`src/rtl/cmd_tiled_frame_sequencer.sv`:
```
// Tiled frame sequencer: walks a rectangular window of tiles, issuing one
// encoder start per tile (gated on buffer readiness) and waiting for enc_done
// before advancing along the tile row, then down to the next tile row.
module cmd_tiled_frame_sequencer #(
    parameter int ADDRESS_NUMBER   = 15,
    parameter int COLADDR_NUMBER   = 10,
    parameter int FRAME_WIDTH_BITS = 13,
    parameter int TILES_BITS       = 8
) (
    input  logic                                      clk,
    input  logic                                      mrst_n,
    input  logic                                      cfg_start,
    input  logic                                      cfg_write,
    input  logic [ADDRESS_NUMBER+COLADDR_NUMBER-1:0]  cfg_frame_la,
    input  logic [FRAME_WIDTH_BITS:0]                 cfg_line_inc,
    input  logic [FRAME_WIDTH_BITS:0]                 cfg_hstep,
    input  logic [5:0]                                cfg_vstep,
    input  logic [TILES_BITS-1:0]                     cfg_tiles_x_m1,
    input  logic [TILES_BITS-1:0]                     cfg_tiles_y_m1,
    input  logic                                      abort,
    input  logic                                      buf_ready,
    input  logic                                      enc_done,
    output logic                                      start_rd,
    output logic                                      start_wr,
    output logic [2:0]                                start_bank,
    output logic [COLADDR_NUMBER-4:0]                 start_col,
    output logic [ADDRESS_NUMBER-1:0]                 start_row,
    output logic                                      busy,
    output logic [TILES_BITS-1:0]                     tile_x,
    output logic [TILES_BITS-1:0]                     tile_y,
    output logic                                      frame_done,
    output logic                                      aborted
);
    localparam int AW = ADDRESS_NUMBER + COLADDR_NUMBER;

    typedef enum logic [2:0] {
        ST_IDLE,
        ST_WAIT_BUF,
        ST_START,
        ST_BUSY,
        ST_ADVANCE
    } state_t;

    state_t                  r_state;
    logic                    r_write;
    logic [AW-1:0]           r_tile_la;
    logic [AW-1:0]           r_line_la;
    logic [AW-1:0]           r_vinc;
    logic [AW-1:0]           r_hstep;
    logic [TILES_BITS-1:0]   r_tx_m1;
    logic [TILES_BITS-1:0]   r_ty_m1;
    logic [TILES_BITS-1:0]   r_tile_x;
    logic [TILES_BITS-1:0]   r_tile_y;
    logic                    r_abort;
    logic                    r_start_rd;
    logic                    r_start_wr;
    logic [2:0]              r_bank;
    logic [COLADDR_NUMBER-4:0] r_col;
    logic [ADDRESS_NUMBER-1:0] r_row;
    logic                    r_busy;
    logic                    r_frame_done;
    logic                    r_aborted;

    logic [AW-1:0]           w_vinc;
    logic [AW-1:0]           w_next_line;
    logic                    w_last;
    logic                    w_abort;

    // vstep lines worth of LA, modulo 2^AW
    assign w_vinc      = AW'(cfg_vstep) * AW'(cfg_line_inc);
    assign w_next_line = r_line_la + r_vinc;
    assign w_last      = (r_tile_x == r_tx_m1) && (r_tile_y == r_ty_m1);
    // an abort arriving in the deciding cycle counts the same as a latched one
    assign w_abort     = r_abort | abort;

    // Sequencer FSM with registered outputs
    always_ff @(posedge clk or negedge mrst_n) begin
        if (!mrst_n) begin
            r_state      <= ST_IDLE;
            r_write      <= 1'b0;
            r_tile_la    <= '0;
            r_line_la    <= '0;
            r_vinc       <= '0;
            r_hstep      <= '0;
            r_tx_m1      <= '0;
            r_ty_m1      <= '0;
            r_tile_x     <= '0;
            r_tile_y     <= '0;
            r_abort      <= 1'b0;
            r_start_rd   <= 1'b0;
            r_start_wr   <= 1'b0;
            r_bank       <= '0;
            r_col        <= '0;
            r_row        <= '0;
            r_busy       <= 1'b0;
            r_frame_done <= 1'b0;
            r_aborted    <= 1'b0;
        end else begin
            r_start_rd   <= 1'b0;
            r_start_wr   <= 1'b0;
            r_frame_done <= 1'b0;
            r_aborted    <= 1'b0;
            // latch set precedes the case so that an IDLE-entry clear below wins
            if (r_state != ST_IDLE && abort)
                r_abort <= 1'b1;
            case (r_state)
                ST_IDLE: begin
                    r_abort <= 1'b0;
                    if (cfg_start) begin
                        r_write   <= cfg_write;
                        r_tile_la <= cfg_frame_la;
                        r_line_la <= cfg_frame_la;
                        r_vinc    <= w_vinc;
                        r_hstep   <= AW'(cfg_hstep);
                        r_tx_m1   <= cfg_tiles_x_m1;
                        r_ty_m1   <= cfg_tiles_y_m1;
                        r_tile_x  <= '0;
                        r_tile_y  <= '0;
                        r_busy    <= 1'b1;
                        r_state   <= ST_WAIT_BUF;
                    end
                end
                ST_WAIT_BUF: begin
                    if (w_abort) begin
                        r_aborted <= 1'b1;
                        r_busy    <= 1'b0;
                        r_abort   <= 1'b0;
                        r_state   <= ST_IDLE;
                    end else if (buf_ready) begin
                        r_start_rd <= ~r_write;
                        r_start_wr <= r_write;
                        r_bank     <= r_tile_la[2:0];
                        r_col      <= r_tile_la[COLADDR_NUMBER-1:3];
                        r_row      <= r_tile_la[AW-1:COLADDR_NUMBER];
                        r_state    <= ST_START;
                    end
                end
                ST_START: begin
                    r_state <= ST_BUSY;
                end
                ST_BUSY: begin
                    if (enc_done)
                        r_state <= ST_ADVANCE;
                end
                ST_ADVANCE: begin
                    if (w_last) begin
                        r_frame_done <= 1'b1;
                        r_busy       <= 1'b0;
                        r_abort      <= 1'b0;
                        r_state      <= ST_IDLE;
                    end else if (w_abort) begin
                        r_aborted <= 1'b1;
                        r_busy    <= 1'b0;
                        r_abort   <= 1'b0;
                        r_state   <= ST_IDLE;
                    end else if (r_tile_x == r_tx_m1) begin
                        r_tile_x  <= '0;
                        r_tile_y  <= r_tile_y + 1'b1;
                        r_line_la <= w_next_line;
                        r_tile_la <= w_next_line;
                        r_state   <= ST_WAIT_BUF;
                    end else begin
                        r_tile_x  <= r_tile_x + 1'b1;
                        r_tile_la <= r_tile_la + r_hstep;
                        r_state   <= ST_WAIT_BUF;
                    end
                end
                default: begin
                    r_busy  <= 1'b0;
                    r_state <= ST_IDLE;
                end
            endcase
        end
    end

    assign start_rd   = r_start_rd;
    assign start_wr   = r_start_wr;
    assign start_bank = r_bank;
    assign start_col  = r_col;
    assign start_row  = r_row;
    assign busy       = r_busy;
    assign tile_x     = r_tile_x;
    assign tile_y     = r_tile_y;
    assign frame_done = r_frame_done;
    assign aborted    = r_aborted;

endmodule

```
`config.mk`:
```
export PLATFORM = sky130hd
export DESIGN_NAME = cmd_tiled_frame_sequencer
export DESIGN_NICKNAME = d
export VERILOG_FILES = /design/src/rtl/cmd_tiled_frame_sequencer.sv
export SDC_FILE = /design/constraint.sdc
export NUM_CORES = 1
export LEC_CHECK = 0
export BUFFER_PORTS_ARGS = -buffer_cell sky130_fd_sc_hd__buf_2
export CAP_MARGIN = 20
export CORE_ASPECT_RATIO = 0.7
export CORE_MARGIN = 2
export CORE_UTILIZATION = 35
export CTS_CLUSTER_SIZE = 8
export DETAILED_ROUTE_END_ITERATION = 7
export PLACE_DENSITY = 0.61
export SETUP_SLACK_MARGIN = 0.2
export SLEW_MARGIN = 20
export SYNTH_ARGS = -nofsm -noshare
export SYNTH_HDL_FRONTEND = slang
export SYNTH_SLANG_ARGS = --single-unit
```
`constraint.sdc`:
```
create_clock -name clk -period 3.5 [get_ports clk]
set_clock_uncertainty 0.1 [all_clocks]
set_input_delay 0.35 -clock clk [delete_from_list [all_inputs] [get_ports clk]]
set_output_delay 0.35 -clock clk [all_outputs]
set_load 0.005 [all_outputs]
```
==> run summary, run 1 <==
## Worst setup path
- 3 — Crit Path Max Fanout
- sky130_fd_sc_hd__fa_1 — most frequent cell on the critical path
- flip-flop — type of destination of the critical path
- in2reg — critical path type
- r_tile_la[0] — startpoint of the lowest-slack register-to-register path
- buf_8, and2_4, fa_1, inv_1, fa_1, fa_1, inv_2, ha_4, nor2b_4, o31a_1, o41a_1, o41ai_4, o31ai_2, o41ai_2, xor2_1, o21ai_1 — crit path cell chain
- 3710 ps — Worst EP required
- 4270 ps — arrival time at the worst endpoint
- input pin — crit path launch type
- 560 ps — maximum cell stage delay along the critical path
- sky130_fd_sc_hd__fa_1 — Critical-path top delay cell
- cfg_vstep[2] — Critical Path Start

## Timing
- 0 — fin. max-slew vios
- 0 — hold violation total from the final report
- -557.6 ps — PnR worst setup slack
- 9 — Final setup violation count
- 0.4708 — worst rel slew slack
- 4058 ps — Min Clock Period, post-route
- 788.4 ps — slew at the pin with the worst max-slew slack
- true — RSZ-0062 raised after global routing
- 0.2465 GHz — highest achievable clock rate
- 1.159 — post-route fraction of the period consumed by the critical path

## Synthesis
- 0.1620 — share of the synthesized area in compound gates (AO/OA/AOI/OAI)
- 69 — Synth cell types
- 0.1672 — adder and majority cell fraction of the synthesized area
- 0 — number of warnings issued by yosys
- 1419 — Syn Nets
- 8.914 µm² — average instance area after synthesis
- 0.3469 — share of synthesized area occupied by flip-flops and latches
- 0.05065 — post-synthesis xor/xnor area fraction
- simple AND/OR/NAND/NOR gates — dominant combinational cell family by area after synthesis
- sky130_fd_sc_hd__dfrtp_1 — predominant post-synthesis flop cell
- 10890 µm² — Cell Area, Synth
- 0.1963 — area fraction in and, or, nand and nor cells after synthesis
- 1222 — number of instances in the synthesized netlist
- 151 — number of synthesized register bits
- 1.000 — fraction of synthesis flops using an asynchronous set or reset pin
- 0 — count of flip-flops with a built-in enable after synthesis
- 0.02941 — mux contribution to synthesized area

## Route
- 0 — remaining antenna violation count after routing
- 9336 — via count of the routed design
- 5 — first-pass detailed-route iteration total
- 29130 µm — WL final
- 516 — first-iteration detailed-routing DRC count
- 15.67 µm — Avg WL per Cell
- 0 — detailed-route DRC error count
- 5.022 — detail-routed via count per cell

## Clocking
- sky130_fd_sc_hd__clkbuf_16 — Root Buffer
- 60 ps — clk slew on worst S/H paths
- 4 — H-tree levels
- built — TritonCTS clock tree
- 2 — buffers from clock root to sink, at most
- 17 — number of buffers created by CTS
- 440 ps — insertion delay of the later-clocked pin in the worst-skew pair
- 151 — number of clock sinks seen by CTS

## Global routing
- 47850 µm — wire length of the first global-routing pass
- 59 — maximum number of pins on one net before global-route repair
- 9352 — via count of the first global-routing pass
- 4 — number of antenna violations at the first check in global routing
- 0 — sum of overflow across all layers after global routing
- 0.1851 — global-route usage over all layers

## Outcome
- negative setup slack — violated checks
- complete, but fails checks — run status

## Final layout
- 1859 — Finished Layout Cells
- 24.58% — Layout area overhead
- 0.4395 — utilization of the core after routing
- 1621 — Nets
- 0.2214 — layout cell share with drive strength beyond 1

## Floorplanning
- 128 — total I/O pin count
- 30880 µm² — core area
- 151.6 µm — DIE HEIGHT
- 32570 µm² — area of the die
- 214.9 µm — Die Width
- 54 — Std-Cell Rows
- 0.3528 — Initial Utilization

## Power
- 0.3465 mV — worst-case vdd ir drop
- 796.4 nW/µm² — power density cells
- 6.658 nW — Pleak

## Place
- 1798 — number of placed instances with taps included
- 0.8772 — Final Wtd Congestion
- 21920 µm — placed wire-length estimate
- -1131 ps — setup slack at placement
- 127 — PortBufs

## Run
- 0 — # Max-Cap Violations

## Hold path
- cfg_tiles_y_m1[4] — startpoint of the lowest-slack hold path
- in2reg — type of the worst min-delay path

## cells by family (layout without fill, tap and decap cells)
| kind of cell | count (synthesis) | count (layout) |
|---|---|---|
| DFF | 151 | 151 |
| muxes | 29 | 29 |
| adders and majority gates | 115 | 115 |
| buffers and inverters | 132 | 346 |
| xor gates and xnor gates | 63 | 63 |
| other | 0 | 3 |
| and+or+nand+nor | 465 | 465 |
| AOI/OAI and AO/OA | 267 | 267 |
## critical path, delay by kind of cell
kind            cells  cell delay (ps)
compound gates      6             1440
xor+xnor            1              200
fa+ha+maj           4             1790
buf+inv             3              210
simple gates        2              270
## synthesized netlist by cell type, types with 5 or more instances
library cell	number	area share
sky130_fd_sc_hd__o221ai_1	8	0.0064
sky130_fd_sc_hd__nand3_1	13	0.0060
sky130_fd_sc_hd__nand2b_1	11	0.0063
sky130_fd_sc_hd__xnor2_1	29	0.023
sky130_fd_sc_hd__or3_1	5	0.0029
sky130_fd_sc_hd__mux2i_1	5	0.0046
sky130_fd_sc_hd__dfrtp_1	151	0.35
sky130_fd_sc_hd__inv_1	84	0.029
sky130_fd_sc_hd__o21ai_0	84	0.039
sky130_fd_sc_hd__a211oi_1	12	0.0083
sky130_fd_sc_hd__a31oi_1	16	0.0092
sky130_fd_sc_hd__buf_2	11	0.0051
sky130_fd_sc_hd__a221o_1	6	0.0055
sky130_fd_sc_hd__nor4_1	5	0.0029
sky130_fd_sc_hd__a21oi_1	44	0.020
sky130_fd_sc_hd__and3_1	13	0.0075
sky130_fd_sc_hd__nand2_1	226	0.078
sky130_fd_sc_hd__clkbuf_1	35	0.012
sky130_fd_sc_hd__xor2_1	34	0.027
sky130_fd_sc_hd__o21a_1	11	0.0076
sky130_fd_sc_hd__ha_1	64	0.074
sky130_fd_sc_hd__mux2_2	24	0.025
sky130_fd_sc_hd__o31ai_1	8	0.0055
sky130_fd_sc_hd__a22oi_1	5	0.0034
sky130_fd_sc_hd__a21o_1	16	0.011
sky130_fd_sc_hd__nor2_1	79	0.027
sky130_fd_sc_hd__o22ai_1	5	0.0029
sky130_fd_sc_hd__nor3_1	9	0.0041
sky130_fd_sc_hd__nand4_1	12	0.0069
sky130_fd_sc_hd__fa_1	51	0.094
sky130_fd_sc_hd__o211ai_1	9	0.0062
sky130_fd_sc_hd__and2_1	79	0.045
## layout by cell type (no fill, tap or decap), types with 9 or more instances in the layout
master / synthesis / final
sky130_fd_sc_hd__buf_4: 0 / 78
sky130_fd_sc_hd__o211ai_1: 9 / 9
sky130_fd_sc_hd__o21ai_0: 84 / 76
sky130_fd_sc_hd__dlygate4sd3_1: 0 / 17
sky130_fd_sc_hd__nor2_1: 79 / 77
sky130_fd_sc_hd__mux2_2: 24 / 24
sky130_fd_sc_hd__xor2_1: 34 / 33
sky130_fd_sc_hd__fa_1: 51 / 50
sky130_fd_sc_hd__nand4_1: 12 / 12
sky130_fd_sc_hd__a31oi_1: 16 / 16
sky130_fd_sc_hd__and3_1: 13 / 13
sky130_fd_sc_hd__buf_6: 1 / 12
sky130_fd_sc_hd__a211oi_1: 12 / 9
sky130_fd_sc_hd__nor3_1: 9 / 9
sky130_fd_sc_hd__xnor2_1: 29 / 28
sky130_fd_sc_hd__buf_2: 11 / 122
sky130_fd_sc_hd__a21o_1: 16 / 16
sky130_fd_sc_hd__nand3_1: 13 / 13
sky130_fd_sc_hd__a21oi_1: 44 / 40
sky130_fd_sc_hd__o21a_1: 11 / 11
sky130_fd_sc_hd__dfrtp_1: 151 / 151
sky130_fd_sc_hd__ha_1: 64 / 56
sky130_fd_sc_hd__and2_1: 79 / 71
sky130_fd_sc_hd__nand2_1: 226 / 226
sky130_fd_sc_hd__inv_1: 84 / 80
sky130_fd_sc_hd__clkbuf_16: 0 / 17
sky130_fd_sc_hd__nand2b_1: 11 / 11
## where the power goes
part           switching (mW)  internal [mW]
Sequential              0.550           2.47
Clock                   0.772           1.06
Combinational            3.27           2.68
Total                    4.59           6.22
## timing repair
item | 4_1_cts | 5_1_grt
setup buffers | 9 | 1
resized for setup | 41 | 13
endpoints found under the hold margin | 72 | 0
pin swaps | 15 | 7
hold buffers | 17 | 0
endpoints found under the setup margin | 11 | 20
## registers in the layout (all words and copies together) (netlist names), 3 cells and up
signal	count
r_hstep	14
r_line_la	25
r_state	3
r_tile_la	25
r_tx_m1	8
r_ty_m1	8
r_vinc	20
start_bank	3
start_col	7
start_row	15
tile_x	8
tile_y	8
## layer usage
metal,track usage,part of all wire
met1,0.2630,0.49
met2,0.2880,0.45
met3,0.03892,0.050
met4,0.04653,0.011
met5,0,0.00045
## worst paths after layout
path | slack (ps) | endpoint | cells after the start
setup reg to reg | 440 | r_tile_la[24] | 11
setup / recovery | -560 | r_vinc[19] | 16
hold reg to reg | 330 | start_rd | 1
min in group asynchronous | 360 | r_hstep[5] | 2
max in group asynchronous | 2000 | tile_y[4] | 3
hold / removal | 10 | r_ty_m1[4] | 3
## cell type report
| cell class | instances | area [µm²] |
|---|---|---|
| fillers | 3010 | 17310 |
| repair buffers | 231 | 1536 |
| multi-input cells | 939 | 6835 |
| inverters | 84 | 315.3 |
| diodes | 3 | 7.507 |
| flip-flops and latches | 151 | 3779 |
| well taps | 420 | 525.5 |
| clock buffers | 19 | 442.9 |
| clock inverters | 12 | 128.9 |
## per-stage QoR
stage	cell area, µm²	total power, mW	TNS (ps)	hold WS, ps
after detailed placement	12540	8.700	-7907	259.9
after floorplan	10980	6.994	-3584	-45.59
after global placement	12540	8.582	-7272	259.3
after CTS	13500	10.76	-2466	0.4198
after global routing	13570	11.76	-3657	3.823
final	13570	10.81	-2459	9.843
No activity file was read; power rests on OpenSTA's default activity.
==> run 2, diff against run 1 <==
BUFFER_PORTS_ARGS = -buffer_cell sky130_fd_sc_hd__clkbuf_2   (was -buffer_cell sky130_fd_sc_hd__buf_2)
==> run summary, run 2 (synthesis gave the netlist of run 1 again) <==
## Route
- 0 — remaining antenna violation count after routing, unchanged
- 29230 µm — WL final, +0.32%
- 0 — detailed-route DRC error count, unchanged
- 15.67 µm — Avg WL per Cell, about the same
- 9427 — via count of the routed design, +0.97%
- 5.055 — detail-routed via count per cell, +0.65%
- 508 — first-iteration detailed-routing DRC count, -1.6%
- 5 — first-pass detailed-route iteration total, unchanged

## Timing
- 7 — Final setup violation count, -2
- 0 — hold violation total from the final report, unchanged
- 0.4690 — worst rel slew slack, -0.001821
- true — RSZ-0062 raised after global routing
- 796.5 ps — slew at the pin with the worst max-slew slack, +8.021 ps
- 0 — fin. max-slew vios, unchanged
- 1.127 — post-route fraction of the period consumed by the critical path, -0.03214
- 0.2535 GHz — highest achievable clock rate, +2.9%
- -445.1 ps — PnR worst setup slack, +112.5 ps
- -2118 ps — total negative slack, +341.0 ps
- 3945 ps — Min Clock Period, post-route, -112.5 ps

## Global routing
- 47610 µm — wire length of the first global-routing pass, -0.50%
- 0 — sum of overflow across all layers after global routing, unchanged
- 81 — maximum number of pins on one net before global-route repair, +37%
- 9283 — via count of the first global-routing pass, -0.74%
- 3 — number of antenna violations at the first check in global routing, -1
- 0.1850 — global-route usage over all layers, about the same

## Run
- 0 — # Max-Cap Violations, unchanged

## Floorplanning
- 214.9 µm — Die Width, unchanged
- 128 — total I/O pin count, unchanged
- 54 — Std-Cell Rows, unchanged
- 32570 µm² — area of the die, unchanged
- 30880 µm² — core area, unchanged
- 151.6 µm — DIE HEIGHT, unchanged
- 0.3528 — Initial Utilization, unchanged

## Clocking
- sky130_fd_sc_hd__clkbuf_16 — Root Buffer
- 2 — buffers from clock root to sink, at most, unchanged
- 4 — H-tree levels, unchanged
- 151 — number of clock sinks seen by CTS, unchanged
- built — TritonCTS clock tree
- 60 ps — clk slew on worst S/H paths, about the same
- 450 ps — insertion delay of the later-clocked pin in the worst-skew pair, about the same
- 17 — number of buffers created by CTS, unchanged

## Worst setup path
- r_tile_la[18] — Critical R2R Capture
- r_vinc[19] — worst setup path endpoint
- input pin — crit path launch type
- 11 — number of cells on the worst reg-to-reg path, unchanged
- flip-flop — type of destination of the critical path
- in2reg — critical path type
- 4160 ps — arrival time at the worst endpoint, -110 ps
- cfg_vstep[2] — Critical Path Start
- r_tile_la[0] — startpoint of the lowest-slack register-to-register path
- 3710 ps — Worst EP required, about the same
- 380 ps — slack of the worst reg-to-reg path, -60 ps
- 8 — Crit Path Max Fanout, +5

## Final layout
- 226 x sky130_fd_sc_hd__nand2_1, 151 x sky130_fd_sc_hd__dfrtp_1, 117 x sky130_fd_sc_hd__clkbuf_2 — commonest cells after routing, fill and taps aside
- r_line_la (25), r_tile_la (25), r_vinc (20) — largest registers ranked by flip-flop count
- sky130_fd_sc_hd__nand2_1 — most common cell after layout, fill and taps aside
- 25.82% — Layout area overhead
- 0.2190 — layout cell share with drive strength beyond 1, -0.002460
- 1627 — Nets, +0.37%
- 3055 — filler cell count, +1.5%
- 0.4439 — utilization of the core after routing, +0.004376

## Power
- 6.696 nW — Pleak, +0.57%
- 797.0 nW/µm² — power density cells, about the same
- 0.3707 mV — worst-case vdd ir drop, +7.0%

## Hold path
- 3 — depth of the worst hold-timing path, unchanged
- in2reg — type of the worst min-delay path

## Place
- 127 — PortBufs, unchanged
- 21860 µm — placed wire-length estimate, -0.27%
- 0.8635 — Final Wtd Congestion, -1.6%

## Outcome
- negative setup slack — violated checks
- complete, but fails checks — run status

## run 2: power by group
| part | switching, mW | internal (mW) | total [mW] | leakage (nW) |
|---|---|---|---|---|
| Combinational | 3.29 | 2.68 | 5.96 | 4.51 |
| Clock | 0.791 | 1.14 | 1.93 | 0.277 |
| Sequential | 0.551 | 2.47 | 3.03 | 1.90 |
## run 2: what timing repair did
item | 4_1_cts | 5_1_grt
resized for setup | 48 | 10
setup endpoints to repair | 11 | 13
endpoints found under the hold margin | 102 | 0
hold buffers | 25 | 0
setup buffers | 6 | 2
pin swaps | 35 | 14
## run 2: how the worst min path moves through the flow
stage | start | slack (ps) | end
floorplan | mrst_n | -50 | aborted
global placement | r_write | 310 | start_rd
detailed placement | r_write | 320 | start_rd
CTS | cfg_tiles_y_m1[6] | 2 | r_ty_m1[6]
global route | enc_done | 20 | r_state[1]
finish | cfg_tiles_y_m1[6] | 20 | r_ty_m1[6]
## run 2: area by class of cell
class	instances	area (µm²)	share of cell area
multi-input combinational	939	6825	0.4980
sequential	151	3779	0.2757
timing repair buffer	237	1643	0.1199
tap	420	525.5	0.03834
clock buffer	18	439.2	0.03204
inverter	84	315.3	0.02301
clock inverter	14	173.9	0.01269
antenna	2	5.005	0.0003652
## run 2: layer usage
layer	track usage	part of all wire	vias up
li1	-	-	4593
met1	0.2582	0.49	4616
met2	0.2917	0.45	186
met3	0.04671	0.048	30
met4	0.03750	0.010	2
met5	0	0.00055	-
## run 2: stage by stage
step	cells	cell area, µm²	power, mW	hold WS [ps]	worst slack (ps)
floorplan	1222	10980	6.994	-45.59	-860.6
global placement	1798	12540	8.574	311.5	-1067
detailed placement	1798	12540	8.714	315.4	-1122
CTS	1861	13650	10.91	1.688	-453.2
global route	1863	13700	11.87	23.53	-529.0
finish	1865	13710	10.92	17.77	-445.1
## run 2: critical path, cell delays in order
cell and delay (ps):
sky130_fd_sc_hd__buf_12 110, sky130_fd_sc_hd__and2_4 150, sky130_fd_sc_hd__fa_1 520, sky130_fd_sc_hd__inv_1 50, sky130_fd_sc_hd__fa_1 460, sky130_fd_sc_hd__fa_1 560
sky130_fd_sc_hd__inv_2 50, sky130_fd_sc_hd__ha_4 230, sky130_fd_sc_hd__nor2b_4 120, sky130_fd_sc_hd__o31a_1 260, sky130_fd_sc_hd__o41a_1 380, sky130_fd_sc_hd__o41ai_4 300
sky130_fd_sc_hd__o31ai_2 130, sky130_fd_sc_hd__o41ai_2 240, sky130_fd_sc_hd__xor2_1 180, sky130_fd_sc_hd__o21ai_1 70
==> run 3, diff against run 2 <==
PLACE_DENSITY = 0.6   (was 0.61)
==> run summary, run 3 (synthesis gave the netlist of run 1 again) <==
## Final layout
- 6842 µm² — area occupied by multi-input gates, +0.24%
- 3779 µm² — area used by sequential logic in the layout, unchanged
- 1611 — Nets, -0.98%
- 1849 — Finished Layout Cells, -0.86%
- 0.2200 — layout cell share with drive strength beyond 1, +0.001054
- r_line_la (25), r_tile_la (25), r_vinc (20) — largest registers ranked by flip-flop count
- 226 x sky130_fd_sc_hd__nand2_1, 151 x sky130_fd_sc_hd__dfrtp_1, 119 x sky130_fd_sc_hd__clkbuf_2 — commonest cells after routing, fill and taps aside
- 24.56% — Layout area overhead
- 3082 — filler cell count, +0.88%
- sky130_fd_sc_hd__nand2_1 — most common cell after layout, fill and taps aside

## Run
- 0 — # Max-Cap Violations, unchanged

## Power
- 6.671 nW — Pleak, -0.37%
- 0.3177 mV — worst-case vdd ir drop, -14%
- 811.2 nW/µm² — power density cells, +1.8%

## Worst setup path
- 3700 ps — Worst EP required, about the same
- sky130_fd_sc_hd__fa_1 — most frequent cell on the critical path
- input pin — crit path launch type
- 5 — Crit Path Max Fanout, -3
- r_tile_la[0] — startpoint of the lowest-slack register-to-register path
- flip-flop — type of destination of the critical path
- 570 ps — maximum cell stage delay along the critical path, about the same
- buf_8, and2_4, fa_1, inv_1, fa_1, fa_1, inv_2, ha_4, nor2b_4, o31a_1, o41a_1, o41ai_4, o31ai_2, o41ai_2, xor2_1, o21ai_1 — crit path cell chain
- cfg_vstep[2] — Critical Path Start
- sky130_fd_sc_hd__fa_1 — Critical-path top delay cell
- in2reg — critical path type
- 4170 ps — arrival time at the worst endpoint, about the same

## Route
- 28630 µm — WL final, -2.0%
- 5.048 — detail-routed via count per cell, -0.14%
- 0 — remaining antenna violation count after routing, unchanged
- 0 — detailed-route DRC error count, unchanged
- 495 — first-iteration detailed-routing DRC count, -2.6%
- 5 — first-pass detailed-route iteration total, unchanged
- 9333 — via count of the routed design, -1.0%
- 15.48 µm — Avg WL per Cell, -1.2%

## Timing
- 13.10 ps — WHS, -4.673 ps
- 0 — fin. max-slew vios, unchanged
- 0.2523 GHz — highest achievable clock rate, -0.47%
- 1.133 — post-route fraction of the period consumed by the critical path, +0.005355
- 9 — Final setup violation count, +2
- 3964 ps — Min Clock Period, post-route, +18.74 ps
- 0.4794 — worst rel slew slack, +0.01040
- 775.7 ps — slew at the pin with the worst max-slew slack, -20.81 ps
- true — RSZ-0062 raised after global routing
- -463.8 ps — PnR worst setup slack, -18.74 ps
- 0 — hold violation total from the final report, unchanged

## Clocking
- 151 — number of clock sinks seen by CTS, unchanged
- 2 — buffers from clock root to sink, at most, unchanged
- built — TritonCTS clock tree
- 430 ps — insertion delay of the later-clocked pin in the worst-skew pair, -20 ps
- 17 — number of buffers created by CTS, unchanged
- sky130_fd_sc_hd__clkbuf_16 — Root Buffer
- 4 — H-tree levels, unchanged
- 70 ps — clk slew on worst S/H paths, about the same

## Floorplanning
- 0.3528 — Initial Utilization, unchanged
- 32570 µm² — area of the die, unchanged
- 151.6 µm — DIE HEIGHT, unchanged
- 30880 µm² — core area, unchanged
- 128 — total I/O pin count, unchanged
- 214.9 µm — Die Width, unchanged
- 54 — Std-Cell Rows, unchanged

## Global routing
- 9126 — via count of the first global-routing pass, -1.7%
- 46660 µm — wire length of the first global-routing pass, -2.0%
- 0.1794 — global-route usage over all layers, -0.005526
- 71 — maximum number of pins on one net before global-route repair, -12%
- 0 — sum of overflow across all layers after global routing, unchanged
- 3 — number of antenna violations at the first check in global routing, unchanged

## Outcome
- complete, but fails checks — run status
- negative setup slack — violated checks

## Place
- 127 — PortBufs, unchanged
- 21930 µm — placed wire-length estimate, +0.29%
- 0.8743 — Final Wtd Congestion, +1.3%
- 1800 — number of placed instances with taps included, +0.11%

## Hold path
- cfg_tiles_y_m1[6] — startpoint of the lowest-slack hold path
- in2reg — type of the worst min-delay path

[run 3: cell types whose count changed in the layout (fill, tap and decap cells not counted), sizes merged]
cell         before  now
buf              87   90
clkinv            2    5
clkinvlp          7    1
bufinv            3    5
inv              86   85
dlygate4sd3      25    8
[run 3: path summary, 6_finish.rpt]
path	end	slack (ps)	cells past startpoint
max in group asynchronous	r_abort	2090	3
worst min-delay path	r_ty_m1[6]	10	3
worst max-delay path	r_vinc[19]	-460	16
worst min register to register	start_rd	340	1
worst max register to register	r_tile_la[18]	450	11
min in group asynchronous	r_hstep[8]	420	2
[run 3: cell type report]
class / instances / area share
clock buffers: 20 / 0.03292
well taps: 420 / 0.03873
inverters: 84 / 0.02324
repair buffers: 221 / 0.1073
clock inverters: 12 / 0.01466
flip-flops and latches: 151 / 0.2785
diodes: 2 / 0.0003689
multi-input cells: 939 / 0.5042
[run 3: power breakdown]
part	internal, mW	switching, mW	total [mW]	leakage, nW
Combinational	2.68	3.25	5.93	4.45
Clock	1.29	0.766	2.05	0.314
Sequential	2.47	0.549	3.02	1.90
[run 3: timing repair]
item	CTS	global route
hold buffers	8	0
pin swaps	30	13
setup buffers	6	1
setup endpoints to repair	11	16
gates resized for setup	40	13
hold endpoints to repair	74	0
[run 3: metal layers]
metal / vias up / track usage / routed length, µm
met5: - / 0 / 13
met3: 26 / 0.03453 / 1388
met2: 198 / 0.2809 / 12820
met1: 4539 / 0.2565 / 14080
met4: 2 / 0.04271 / 329
li1: 4568 / - / -
[run 3: through the flow]
stage,power [mW],cell area (µm²),TNS (ps),worst slack [ps],util
4_1_cts,11.00,13510,-2110,-474.1,0.4375
5_1_grt,11.96,13560,-3649,-611.3,0.4393
2_1_floorplan,6.994,10980,-3584,-860.6,-
3_3_place_gp,8.616,12560,-7494,-1062,0.4069
6_report,11.01,13570,-2425,-463.8,0.4394
3_5_place_dp,8.716,12560,-7828,-1096,0.4069
[run 3: worst max-delay path: cells and delay by family]
| kind | cells | cell delay, ps |
|---|---|---|
| XOR/XNOR | 1 | 170 |
| adder cells (fa/ha/maj) | 4 | 1790 |
| AND/OR/NAND/NOR | 2 | 270 |
| AO/OA/AOI/OAI | 6 | 1380 |
| buffers and inverters | 3 | 210 |
